[config.mk]
export PLATFORM = sky130hd
export DESIGN_NAME = alu_pipe_flat
export DESIGN_NICKNAME = d
export VERILOG_FILES = /design/src/rtl/alu_pipe_if.sv /design/src/rtl/alu_pipe.sv /design/src/flat_wrapper.sv
export SDC_FILE = /design/constraint.sdc
export NUM_CORES = 1
export LEC_CHECK = 0
export ABC_AREA = 1
export CAP_MARGIN = 20
export CORE_AREA = 2 2 116 84
export CTS_CLUSTER_SIZE = 30
export DETAILED_ROUTE_END_ITERATION = 6
export DIE_AREA = 0 0 118 86
export PLACE_DENSITY = 0.79
export SLEW_MARGIN = 20
export SYNTH_ARGS = -nofsm -noshare
export SYNTH_HDL_FRONTEND = slang
export SYNTH_SLANG_ARGS = --single-unit
[constraint.sdc]
create_clock -name clk -period 3.1 [get_ports clk]
set_clock_uncertainty 0.1 [all_clocks]
set_input_delay 0.62 -clock clk [delete_from_list [all_inputs] [get_ports clk]]
set_output_delay 0.62 -clock clk [all_outputs]
set_load 0.05 [all_outputs]
[src/rtl/alu_pipe_if.sv]
// ============================================================================
// Module      : alu_pipe_if
// Description : Handshake and data bundle for the pipelined ALU. The master
//               side presents operations and accepts results; the slave side
//               is the ALU itself.
// Revision    : 1.0 - initial release
// ============================================================================
`default_nettype none

interface alu_pipe_if #(
  parameter int WIDTH = 16
);

  // Upstream (operation) channel
  logic             in_valid;
  logic             in_ready;
  logic [WIDTH-1:0] x;
  logic [WIDTH-1:0] y;
  logic             zx;
  logic             nx;
  logic             zy;
  logic             ny;
  logic             f;
  logic             no;
  logic             acc_en;
  logic             acc_clr;

  // Downstream (result) channel
  logic             out_valid;
  logic             out_ready;
  logic [WIDTH-1:0] out;
  logic             zr;
  logic             ng;
  logic             cy;
  logic             ov;

  modport master (
    output in_valid, x, y, zx, nx, zy, ny, f, no, acc_en, acc_clr, out_ready,
    input  in_ready, out_valid, out, zr, ng, cy, ov
  );

  modport slave (
    input  in_valid, x, y, zx, nx, zy, ny, f, no, acc_en, acc_clr, out_ready,
    output in_ready, out_valid, out, zr, ng, cy, ov
  );

endinterface

`default_nettype wire

[src/rtl/alu_pipe.sv]
// ============================================================================
// Module      : alu_pipe
// Description : Two-stage pipelined ALU with the classic zx/nx/zy/ny/f/no
//               control set, valid/ready handshakes on both sides, carry and
//               signed-overflow flags, and an accumulator that can stand in
//               for the x operand. WIDTH must be at least 2.
// Revision    : 1.0 - initial release
// ============================================================================
`default_nettype none

module alu_pipe #(
  parameter int WIDTH = 16
) (
  input  wire logic   clk,
  input  wire logic   rst_n,
  alu_pipe_if.slave   bus
);

  localparam int MSB = WIDTH - 1;

  // --------------------------------------------------------------------------
  // State
  // --------------------------------------------------------------------------
  logic             s1_valid_q, s1_valid_d;
  logic [WIDTH-1:0] xs_q,       xs_d;
  logic [WIDTH-1:0] ys_q,       ys_d;
  logic             f_q,        f_d;
  logic             no_q,       no_d;

  logic             out_valid_q, out_valid_d;
  logic [WIDTH-1:0] out_q,       out_d;
  logic             zr_q,        zr_d;
  logic             ng_q,        ng_d;
  logic             cy_q,        cy_d;
  logic             ov_q,        ov_d;

  logic [WIDTH-1:0] acc_q,       acc_d;

  // --------------------------------------------------------------------------
  // Handshake control
  // --------------------------------------------------------------------------
  logic accept;
  logic s2_load;

  // Stage 2 may take stage 1 when the output slot is empty or being drained.
  assign s2_load = s1_valid_q && (!bus.out_valid || bus.out_ready);

  // An accumulator op must wait for stage 1 to drain so acc already holds
  // the result of every earlier op when it is sampled.
  assign bus.in_ready = rst_n && (!s1_valid_q || s2_load)
                              && !(bus.acc_en && s1_valid_q);

  assign accept = bus.in_valid && bus.in_ready;

  // --------------------------------------------------------------------------
  // Stage 1 operand preprocessing
  // --------------------------------------------------------------------------
  logic [WIDTH-1:0] xs_pre;
  logic [WIDTH-1:0] ys_pre;

  // Select x source, then apply zero/negate controls to each operand.
  always_comb begin
    xs_pre = bus.acc_en ? acc_q : bus.x;
    if (bus.zx) xs_pre = '0;
    if (bus.nx) xs_pre = ~xs_pre;
    ys_pre = bus.y;
    if (bus.zy) ys_pre = '0;
    if (bus.ny) ys_pre = ~ys_pre;
  end

  // --------------------------------------------------------------------------
  // Stage 2 function evaluation
  // --------------------------------------------------------------------------
  logic [WIDTH:0]   sum;
  logic [WIDTH-1:0] func_r;
  logic             func_cy;
  logic             func_ov;
  logic [WIDTH-1:0] result;

  // Add or AND the registered operands; carry/overflow only exist for add.
  always_comb begin
    sum     = {1'b0, xs_q} + {1'b0, ys_q};
    func_r  = xs_q & ys_q;
    func_cy = 1'b0;
    func_ov = 1'b0;
    if (f_q) begin
      func_r  = sum[MSB:0];
      func_cy = sum[WIDTH];
      func_ov = (xs_q[MSB] == ys_q[MSB]) && (sum[MSB] != xs_q[MSB]);
    end
    result = no_q ? ~func_r : func_r;
  end

  // --------------------------------------------------------------------------
  // Next-state logic
  // --------------------------------------------------------------------------

  // Compute next values for both pipeline stages and the accumulator.
  always_comb begin
    s1_valid_d  = s1_valid_q;
    xs_d        = xs_q;
    ys_d        = ys_q;
    f_d         = f_q;
    no_d        = no_q;
    out_valid_d = out_valid_q;
    out_d       = out_q;
    zr_d        = zr_q;
    ng_d        = ng_q;
    cy_d        = cy_q;
    ov_d        = ov_q;
    acc_d       = acc_q;

    // Stage 1: capture on accept, otherwise empty out when stage 2 takes it.
    if (accept) begin
      s1_valid_d = 1'b1;
      xs_d       = xs_pre;
      ys_d       = ys_pre;
      f_d        = bus.f;
      no_d       = bus.no;
    end else if (s2_load) begin
      s1_valid_d = 1'b0;
    end

    // Stage 2: load a new result, or retire the current one when consumed.
    if (s2_load) begin
      out_valid_d = 1'b1;
      out_d       = result;
      zr_d        = (result == '0);
      ng_d        = result[MSB];
      cy_d        = func_cy;
      ov_d        = func_ov;
    end else if (out_valid_q && bus.out_ready) begin
      out_valid_d = 1'b0;
    end

    // Accumulator: clear wins over tracking a coincident result.
    if (bus.acc_clr) begin
      acc_d = '0;
    end else if (s2_load) begin
      acc_d = result;
    end
  end

  // --------------------------------------------------------------------------
  // Registers
  // --------------------------------------------------------------------------

  // Pipeline and accumulator flops, flushed by asynchronous reset.
  always_ff @(posedge clk or negedge rst_n) begin
    if (!rst_n) begin
      s1_valid_q  <= 1'b0;
      xs_q        <= '0;
      ys_q        <= '0;
      f_q         <= 1'b0;
      no_q        <= 1'b0;
      out_valid_q <= 1'b0;
      out_q       <= '0;
      zr_q        <= 1'b0;
      ng_q        <= 1'b0;
      cy_q        <= 1'b0;
      ov_q        <= 1'b0;
      acc_q       <= '0;
    end else begin
      s1_valid_q  <= s1_valid_d;
      xs_q        <= xs_d;
      ys_q        <= ys_d;
      f_q         <= f_d;
      no_q        <= no_d;
      out_valid_q <= out_valid_d;
      out_q       <= out_d;
      zr_q        <= zr_d;
      ng_q        <= ng_d;
      cy_q        <= cy_d;
      ov_q        <= ov_d;
      acc_q       <= acc_d;
    end
  end

  // --------------------------------------------------------------------------
  // Outputs
  // --------------------------------------------------------------------------
  assign bus.out_valid = out_valid_q;
  assign bus.out       = out_q;
  assign bus.zr        = zr_q;
  assign bus.ng        = ng_q;
  assign bus.cy        = cy_q;
  assign bus.ov        = ov_q;

endmodule

`default_nettype wire

[src/flat_wrapper.sv]
// flat-port wrapper written by rule: the top's interface ports become plain ports
module alu_pipe_flat 
#(
  parameter int WIDTH = 16
)
  (clk, rst_n, bus_in_valid, bus_x, bus_y, bus_zx, bus_nx, bus_zy, bus_ny, bus_f, bus_no, bus_acc_en, bus_acc_clr, bus_out_ready, bus_in_ready, bus_out_valid, bus_out, bus_zr, bus_ng, bus_cy, bus_ov);
  alu_pipe_if #(.WIDTH(WIDTH)) bus_i ();
  input  wire logic clk;
  input  wire logic rst_n;
  input wire logic [$bits(bus_i.in_valid)-1:0] bus_in_valid;
  input wire logic [$bits(bus_i.x)-1:0] bus_x;
  input wire logic [$bits(bus_i.y)-1:0] bus_y;
  input wire logic [$bits(bus_i.zx)-1:0] bus_zx;
  input wire logic [$bits(bus_i.nx)-1:0] bus_nx;
  input wire logic [$bits(bus_i.zy)-1:0] bus_zy;
  input wire logic [$bits(bus_i.ny)-1:0] bus_ny;
  input wire logic [$bits(bus_i.f)-1:0] bus_f;
  input wire logic [$bits(bus_i.no)-1:0] bus_no;
  input wire logic [$bits(bus_i.acc_en)-1:0] bus_acc_en;
  input wire logic [$bits(bus_i.acc_clr)-1:0] bus_acc_clr;
  input wire logic [$bits(bus_i.out_ready)-1:0] bus_out_ready;
  output wire logic [$bits(bus_i.in_ready)-1:0] bus_in_ready;
  output wire logic [$bits(bus_i.out_valid)-1:0] bus_out_valid;
  output wire logic [$bits(bus_i.out)-1:0] bus_out;
  output wire logic [$bits(bus_i.zr)-1:0] bus_zr;
  output wire logic [$bits(bus_i.ng)-1:0] bus_ng;
  output wire logic [$bits(bus_i.cy)-1:0] bus_cy;
  output wire logic [$bits(bus_i.ov)-1:0] bus_ov;
  assign bus_i.in_valid = bus_in_valid;
  assign bus_i.x = bus_x;
  assign bus_i.y = bus_y;
  assign bus_i.zx = bus_zx;
  assign bus_i.nx = bus_nx;
  assign bus_i.zy = bus_zy;
  assign bus_i.ny = bus_ny;
  assign bus_i.f = bus_f;
  assign bus_i.no = bus_no;
  assign bus_i.acc_en = bus_acc_en;
  assign bus_i.acc_clr = bus_acc_clr;
  assign bus_i.out_ready = bus_out_ready;
  assign bus_in_ready = bus_i.in_ready;
  assign bus_out_valid = bus_i.out_valid;
  assign bus_out = bus_i.out;
  assign bus_zr = bus_i.zr;
  assign bus_ng = bus_i.ng;
  assign bus_cy = bus_i.cy;
  assign bus_ov = bus_i.ov;
  alu_pipe #(.WIDTH(WIDTH)) u_core (.clk(clk), .rst_n(rst_n), .bus(bus_i));
endmodule
==> impl_metrics.toml, run 1 <==
[route]
drt_iter0_drc = 452
wirelength_microns = 14000
firstDrtPassIters = 5
drc = 0
vias_per_cell = 5.44
ant_nets = 0
vias = 4829
wire_per_inst_microns = 15.8

[setup_path]
crit_chain = "ha_1, fa_1, nand2_1, nand2_2, nand3_2, nand2_2, nand2_1, nand3_1, nand3_1, nand2_1, nor2_1, nand3_1, nor2_1, nand3_1, nand2_1"
critical_path_arrival_ps = 2820
critPathMaxFanout = 6
max_stage_delay_ps = 470
end_kind = "flip-flop"
critical_path_class = "flip-flop to flip-flop"
critical_path.top_delay_family = "simple AND/OR/NAND/NOR gates"
required_ps = 3270
crit_buf_inv = 0
cp_slowest_cell = "fa_1"
start_kind = "flip-flop"

[pwr]
powerDensity_nw_per_um2 = 753
leakage_nw = 2.96
vdd_drop_max_mv = 0.431

[synthesis]
synth_top_family_by_area = "simple AND/OR/NAND/NOR gates"
synthSimpleGateAreaFrac = 0.352
syn-instance-count = 704
ys_seq_elements = 71
synthesis.area_sq_um = 4840
synthAdderAreaFrac = 0.0455
yosysWarnings = 0
synth_xor_area_frac = 0.0488
synth_compound_gate_area_share = 0.0990
seq_area_frac_synth = 0.367
syn_area_per_cell_sq_um = 6.88
syn_nets = 765
synth.area.mux_share = 0
synth_cell_type_count = 30

[die]
coreArea_sq_um = 8960
ios = 66
fp.dieH_microns = 86
start_util = 0.540
core.rowCount = 29
dieArea_sq_um = 10100
dieWidth_microns = 118

[sta]
tightest_slew_ps = 899
max_freq_ghz = 0.378
finalHoldViolations = 0
rsz0062_at_grt = "no"
slew_viol_final = 0
post-route-min-period_ps = 2650
slew_headroom = 0.401
finalSetupViolCount = 0
min_period_over_period = 0.854
fin_setup_tns_ps = 0

[layout]
insertedDiodeCount = 0
syn2layout_area_growth_pct = 20.3
final_nets = 820
post-route-util = 0.650
drive_above_1_share = 0.0681
fill_cells = 822

[run]
drv_cap = 0

[clocking]
root_buffer = "clkbuf_16"
cts.sinks = 71
cts_buffer_depth = 2
cts_inserted_buffers = 9
cts_tree = "done"
cts_setup_buffers = 0
cts.repair.resized = 0
path_clk_slew_ps = 60
cts_hold_buf = 0
clkLatencyLatePin_ps = 340
cts-htree-levels = 3

[grt]
antenna_found_initial = 0
overflow = 0
grt_pass1_wl_microns = 22900
grt_pass1_vias = 4485
grt_max_degree = 72
grtUsageTotal = 0.290

[outcome]
outcome = "finished clean"

[place]
place_hpwl_microns = 10700
io_buffer_count = 65
finalWeightedCongestion = 0.997

[hold_path]
min_path_type = "flip-flop to flip-flop"
==> worst min-delay path: cells and delay by family (launching register included) <==
family	cells	cell delay, ps
DFF	1	340
and+or+nand+nor	2	100
==> final timing paths <==
kind | start | to | slack [ps] | depth (start not counted)
max | u_core.ys_q[0] | u_core.bus.zr | 450 | 15
min | u_core.bus.out[4] | u_core.bus.out[4] | 380 | 2
max reg2reg | u_core.ys_q[0] | u_core.bus.zr | 450 | 15
min reg2reg | u_core.bus.out[4] | u_core.bus.out[4] | 380 | 2
max in group asynchronous | rst_n | u_core.bus.out[9] | 1900 | 2
min in group asynchronous | rst_n | u_core.ys_q[0] | 410 | 2
==> cells in the final DEF (no fill, tap or decap), types with 3 or more instances in the layout <==
cell type	n
dfrtp_1	71
a21oi_1	28
ha_1	16
clkdlybuf4s50_1	63
xor2_1	27
nand3_1	83
o21ai_1	3
buf_4	10
nor2_1	53
nand2_1	240
clkbuf_16	9
nand4_1	4
o21ai_0	58
nand2_2	12
or2_2	3
clkinv_2	3
nand3_2	3
inv_1	56
==> synth_stat cells, drive strengths merged <==
master,instances,area share
nand2,253,0.20
nand3,86,0.092
dfrtp,71,0.37
o21ai,61,0.063
inv,58,0.045
nor2,54,0.042
a21oi,29,0.031
xor2,27,0.049
clkbuf,20,0.028
ha,16,0.041
buf,12,0.014
nand4,4,0.0052
or2,4,0.0052
and2,2,0.0026
clkinv,2,0.0016
o31ai,2,0.0031
a32o,1,0.0021
fa,1,0.0041
nor3,1,0.0010
==> cell type report <==
class                   count  area (sq um)  share of cell area
clock buffers               9           225              0.0387
clock inverters             7          48.8             0.00838
inverters                  60           225              0.0387
multi-input cells         541          2640               0.454
flip-flops and latches     71          1780               0.305
well taps                 124           155              0.0266
repair buffers             76           751               0.129
==> metal layers <==
layer	global-route usage	share of wire
met5	0	0
met4	0.0668	0.017
met3	0.0718	0.084
met2	0.454	0.43
met1	0.409	0.47
==> report_power, final <==
part           leakage (nW)  internal, mW  switching (mW)  total, mW
Sequential            0.903          1.14           0.166       1.31
Clock                 0.136         0.542           0.423      0.965
Combinational          1.92         0.709            1.40       2.11
Total                  2.96          2.39            1.99       4.38
==> cell families after synthesis <==
group           after synthesis
simple gates                404
compound gates               93
buf+inv                      92
flops                        71
xor+xnor                     27
fa+ha+maj                    17
==> flip-flops by register name, indices dropped and copies added, names as in the netlist, 16 cells and up <==
signal,cells
u_core.ys_q,16
u_core.bus.out,16
u_core.xs_q,16
u_core.acc_q,16
==> stage by stage <==
stage	hold WS (ps)	instances	instance area [sq um]	setup WS [ps]	power, mW
finish	380	888	5820	451	4.38
global route	402	888	5820	192	4.66
CTS	383	888	5820	456	4.37
detailed placement	366	872	5550	353	3.39
global placement	366	872	5550	404	3.35
floorplan	224	704	4840	555	2.77
Note: power is estimated with default switching activity, not from simulation.
==> run 2: changes to the inputs <==
DONT_BUFFER_PORTS = 1   (was default)
HOLD_SLACK_MARGIN = 0.1   (was default)
PLACE_DENSITY = 0.7   (was 0.79)
SLEW_MARGIN = 10   (was 20)
==> impl_metrics.toml, run 2 (synthesis results as in run 1) <==
[sta]
finalSetupViolCount = 0
hold_slack_ps = 244
worst_slack_ps = 631
slew_headroom = 0.386
max_freq_ghz = 0.405
finalHoldViolations = 0
rsz0062_at_grt = "no"
post-route-min-period_ps = 2470
tightest_slew_ps = 921
min_period_over_period = 0.797
slew_viol_final = 0
fin_setup_tns_ps = 0

[clocking]
cts_tree = "done"
cts-htree-levels = 3
clkLatencyLatePin_ps = 340
cts.sinks = 71
root_buffer = "clkbuf_16"
cts.repair.resized = 0
cts_inserted_buffers = 9
cts_buffer_depth = 2
path_clk_slew_ps = 60

[layout]
post-route-util = 0.582
fin_area_sq_um = 5220
drive_above_1_share = 0.0688
layout_common_cells = "nand2_1, nand3_1, dfrtp_1"
insertedDiodeCount = 0
final_nets = 754
syn2layout_area_growth_pct = 7.78
final_common_cell = "nand2_1"
fill_cells = 862
layoutNonFillerInstCount = 822

[grt]
use_met1 = 0.404
met3_usage = 0.0665
antenna_found_initial = 0
grt_pass1_wl_microns = 22200
grtUsageTotal = 0.284
grt_pass1_vias = 4416
grt-busiest-layer = "met2"
grt_max_degree = 72
grt_util_met2 = 0.427
overflow = 0

[setup_path]
required_ps = 3280
r2r_cells = 17
end_kind = "flip-flop"
critical_path_class = "flip-flop to flip-flop"
start_kind = "flip-flop"
critical_path_arrival_ps = 2650
critPathMaxFanout = 6

[run]
drv_cap = 0

[pwr]
vdd_drop_max_mv = 0.488
leakage_nw = 2.71
powerDensity_nw_per_um2 = 817
finalPower_mw = 4.26

[route]
drc = 0
vias_per_cell = 5.60
wirelength_microns = 13700
firstDrtPassIters = 5
vias = 4604
ant_nets = 0
wire_per_inst_microns = 16.6
drt_iter0_drc = 318

[hold_path]
hold_path_depth = 1
min_path_type = "primary input to flip-flop"

[die]
fp.dieH_microns = 86
dieArea_sq_um = 10100
coreArea_sq_um = 8960
dieWidth_microns = 118
core.rowCount = 29
start_util = 0.540
ios = 66

[place]
io_buffer_count = 0
dpl_cell_area_sq_um = 4860
place_hpwl_microns = 10300
placed_cells = 804
place_ws_ps = 680
finalWeightedCongestion = 0.953

[outcome]
outcome = "finished clean"
run 2: cell types whose count changed in the layout (fill, tap and decap cells not counted), moves of 2 or more:
cell / delta
bufinv_16: +2
clkinv_2: -2
buf_4: -2
buf_12: -2
clkdlybuf4s50_1: -63
run 2: timing repair:
item | CTS | global route
hold buffers | 2 | 0
buffers inserted | 0 | 0
hold endpoints to repair | 71 | 0
run 2: metal layers:
metal | vias to the layer above | part of all wire
met5 | - | 0
met4 | 0 | 0.025
li1 | 2231 | -
met1 | 2162 | 0.46
met3 | 31 | 0.080
met2 | 180 | 0.43
run 2: final timing paths:
path | start | to | slack [ps]
max | u_core.ys_q[0] | u_core.bus.zr | 630
max reg2reg | u_core.ys_q[0] | u_core.bus.zr | 630
min in group asynchronous | rst_n | u_core.ys_q[12] | 730
min | bus_acc_clr | u_core.acc_q[13] | 240
min reg2reg | u_core.acc_q[6] | u_core.acc_q[6] | 380
max in group asynchronous | rst_n | u_core.no_q | 1860
run 2: critical path: stages, from the launching register on:
cell,delay [ps]
dfrtp_1,380
ha_1,280
fa_1,450
nand2_1,100
nand2_2,70
nand3_2,90
nand2_2,80
nand2_1,100
nand2_1,80
nand2_1,70
nand3_1,90
nand2_1,80
nand2_1,60
nand2_1,80
nand2_1,50
nor2_1,80
nand3_1,90
nand2_1,70
run 2: layout make-up:
class,instances,area (sq um),share of cell area
Timing Repair Buffer,10,97.6,0.0187
Inverter,60,225,0.0432
Multi-Input combinational cell,541,2640,0.506
Clock inverter,7,97.6,0.0187
Tap cell,124,155,0.0297
Clock buffer,9,225,0.0432
Sequential cell,71,1780,0.340
run 2: report_power, final:
part | leakage (nW) | total, mW | switching, mW | internal, mW
sequential | 0.903 | 1.70 | 0.568 | 1.13
clock | 0.152 | 1.13 | 0.426 | 0.706
combinational | 1.66 | 1.43 | 0.941 | 0.490
==> run 3: changes to the inputs <==
PLACE_DENSITY = 0.73   (was 0.7)
clock period = 2.1 ns   (was 3.1 ns; I/O delays follow)
==> impl_metrics.toml, run 3 (synthesis results as in run 1) <==
[layout]
final_nets = 807
final_common_cell = "nand2_1"
syn2layout_area_growth_pct = 28.0
layout_common_cells = "nand2_1, dfrtp_1, nand3_1"
drive_above_1_share = 0.264
fill_cells = 741
insertedDiodeCount = 0

[pwr]
vdd_drop_max_mv = 0.651
powerDensity_nw_per_um2 = 1190
leakage_nw = 3.04

[route]
wirelength_microns = 15600
wire_per_inst_microns = 17.9
highest_layer = "met4"
ant_nets = 0
drc = 0
vias_per_cell = 5.63
drt_iter0_drc = 474
met1_length_microns = 7110
routed-wl-met3_microns = 1060
vias = 4929
met2_length_microns = 7140
firstDrtPassIters = 5

[die]
start_util = 0.540
dieArea_sq_um = 10100
coreArea_sq_um = 8960
core.rowCount = 29
dieWidth_microns = 118
fp.dieH_microns = 86
ios = 66

[place]
place_hpwl_microns = 10800
place_ws_ps = -166
io_buffer_count = 0
finalWeightedCongestion = 0.947

[run]
drv_cap = 0

[sta]
min_period_over_period = 1.09
slew_headroom = 0.434
slew_viol_final = 0
hold_slack_ps = -328
post-route-min-period_ps = 2290
rsz0062_at_grt = "yes"
max_freq_ghz = 0.436
finalSetupViolCount = 14
tightest_slew_ps = 845
worst_slack_ps = -192
finalHoldViolations = 71

[clocking]
cts.sinks = 71
cts_buffer_depth = 2
root_buffer = "clkbuf_16"
path_clk_slew_ps = 60
clkLatencyLatePin_ps = 340
cts_tree = "done"
cts_inserted_buffers = 9
cts_hold_buf = 2
cts-htree-levels = 3

[grt]
grt_pass1_vias = 4596
grt_pass1_wl_microns = 24100
antenna_found_initial = 0
grtUsageTotal = 0.307
grt_max_degree = 73
overflow = 0

[setup_path]
critPathMaxFanout = 2
critical_path_arrival_ps = 2470
start_kind = "flip-flop"
critical_path_class = "flip-flop to flip-flop"
required_ps = 2280
end_kind = "flip-flop"

[hold_path]
min_path_type = "primary input to async pin"

[outcome]
outcome = "finished, violations left"
violations = "negative hold slack, negative setup slack"
==> run 3: through the flow <==
| stage | instances | utilization | area, sq um | setup TNS [ps] | total power [mW] |
|---|---|---|---|---|---|
| after global routing | 875 | 0.691 | 6200 | -2860 | 7.75 |
| after global placement | 848 | 0.581 | 5210 | -814 | 4.85 |
| after floorplan | 704 | - | 4850 | 0 | 4.09 |
| final | 875 | 0.691 | 6200 | -843 | 7.36 |
| after CTS | 869 | 0.644 | 5770 | -345 | 6.79 |
| after detailed placement | 848 | 0.581 | 5210 | -1000 | 4.90 |
==> run 3: layer usage <==
metal,vias up,GRT usage
met5,-,0
met4,0,0.0931
met3,35,0.0625
met2,213,0.472
met1,2336,0.438
li1,2345,-
==> run 3: layout make-up <==
| type | count | area [sq um] | area share |
|---|---|---|---|
| Multi-Input combinational cell | 541 | 3210 | 0.519 |
| Clock buffer | 11 | 233 | 0.0376 |
| Inverter | 60 | 230 | 0.0371 |
| Timing Repair Buffer | 63 | 502 | 0.0810 |
| Tap cell | 124 | 155 | 0.0250 |
| Clock inverter | 5 | 82.6 | 0.0133 |
| Sequential cell | 71 | 1780 | 0.287 |
==> run 3: power by group <==
| part | internal [mW] | switching (mW) | leakage (nW) | total, mW |
|---|---|---|---|---|
| Sequential | 1.68 | 0.813 | 0.900 | 2.49 |
| Clock | 1.04 | 0.610 | 0.154 | 1.65 |
| Combinational | 1.32 | 1.89 | 1.98 | 3.22 |
| Total | 4.04 | 3.32 | 3.04 | 7.36 |
==> run 3: critical path, stage by stage, from the launching register on <==
cell	delay (ps)
dfrtp_1	400
ha_2	210
fa_2	520
nand2_1	80
nand2_1	110
nand2_2	70
nand2_2	50
nand2_1	60
nor2_1	140
nand3_2	80
nor2_2	110
nand3_2	80
nor2_2	110
nand3_1	70
nand2_1	60
==> run 3: path summary, 6_finish.rpt <==
check	from	endpoint	slack, ps	cells past startpoint
max	u_core.xs_q[0]	u_core.bus.zr	-190	14
min	rst_n	u_core.ys_q[8]	-330	0
max reg2reg	u_core.xs_q[0]	u_core.bus.zr	-190	14
min reg2reg	u_core.acc_q[6]	u_core.acc_q[6]	390	2
max in group asynchronous	rst_n	u_core.bus.out[10]	2100	0
min in group clk	bus_f	u_core.f_q	140	2
==> run 3: repair_timing <==
item	CTS	global route
hold endpoints to repair	86	71
pin swaps	9	38
buffers inserted	3	6
gates resized for setup	36	94
endpoints found under the setup margin	18	29
gates cloned	0	0
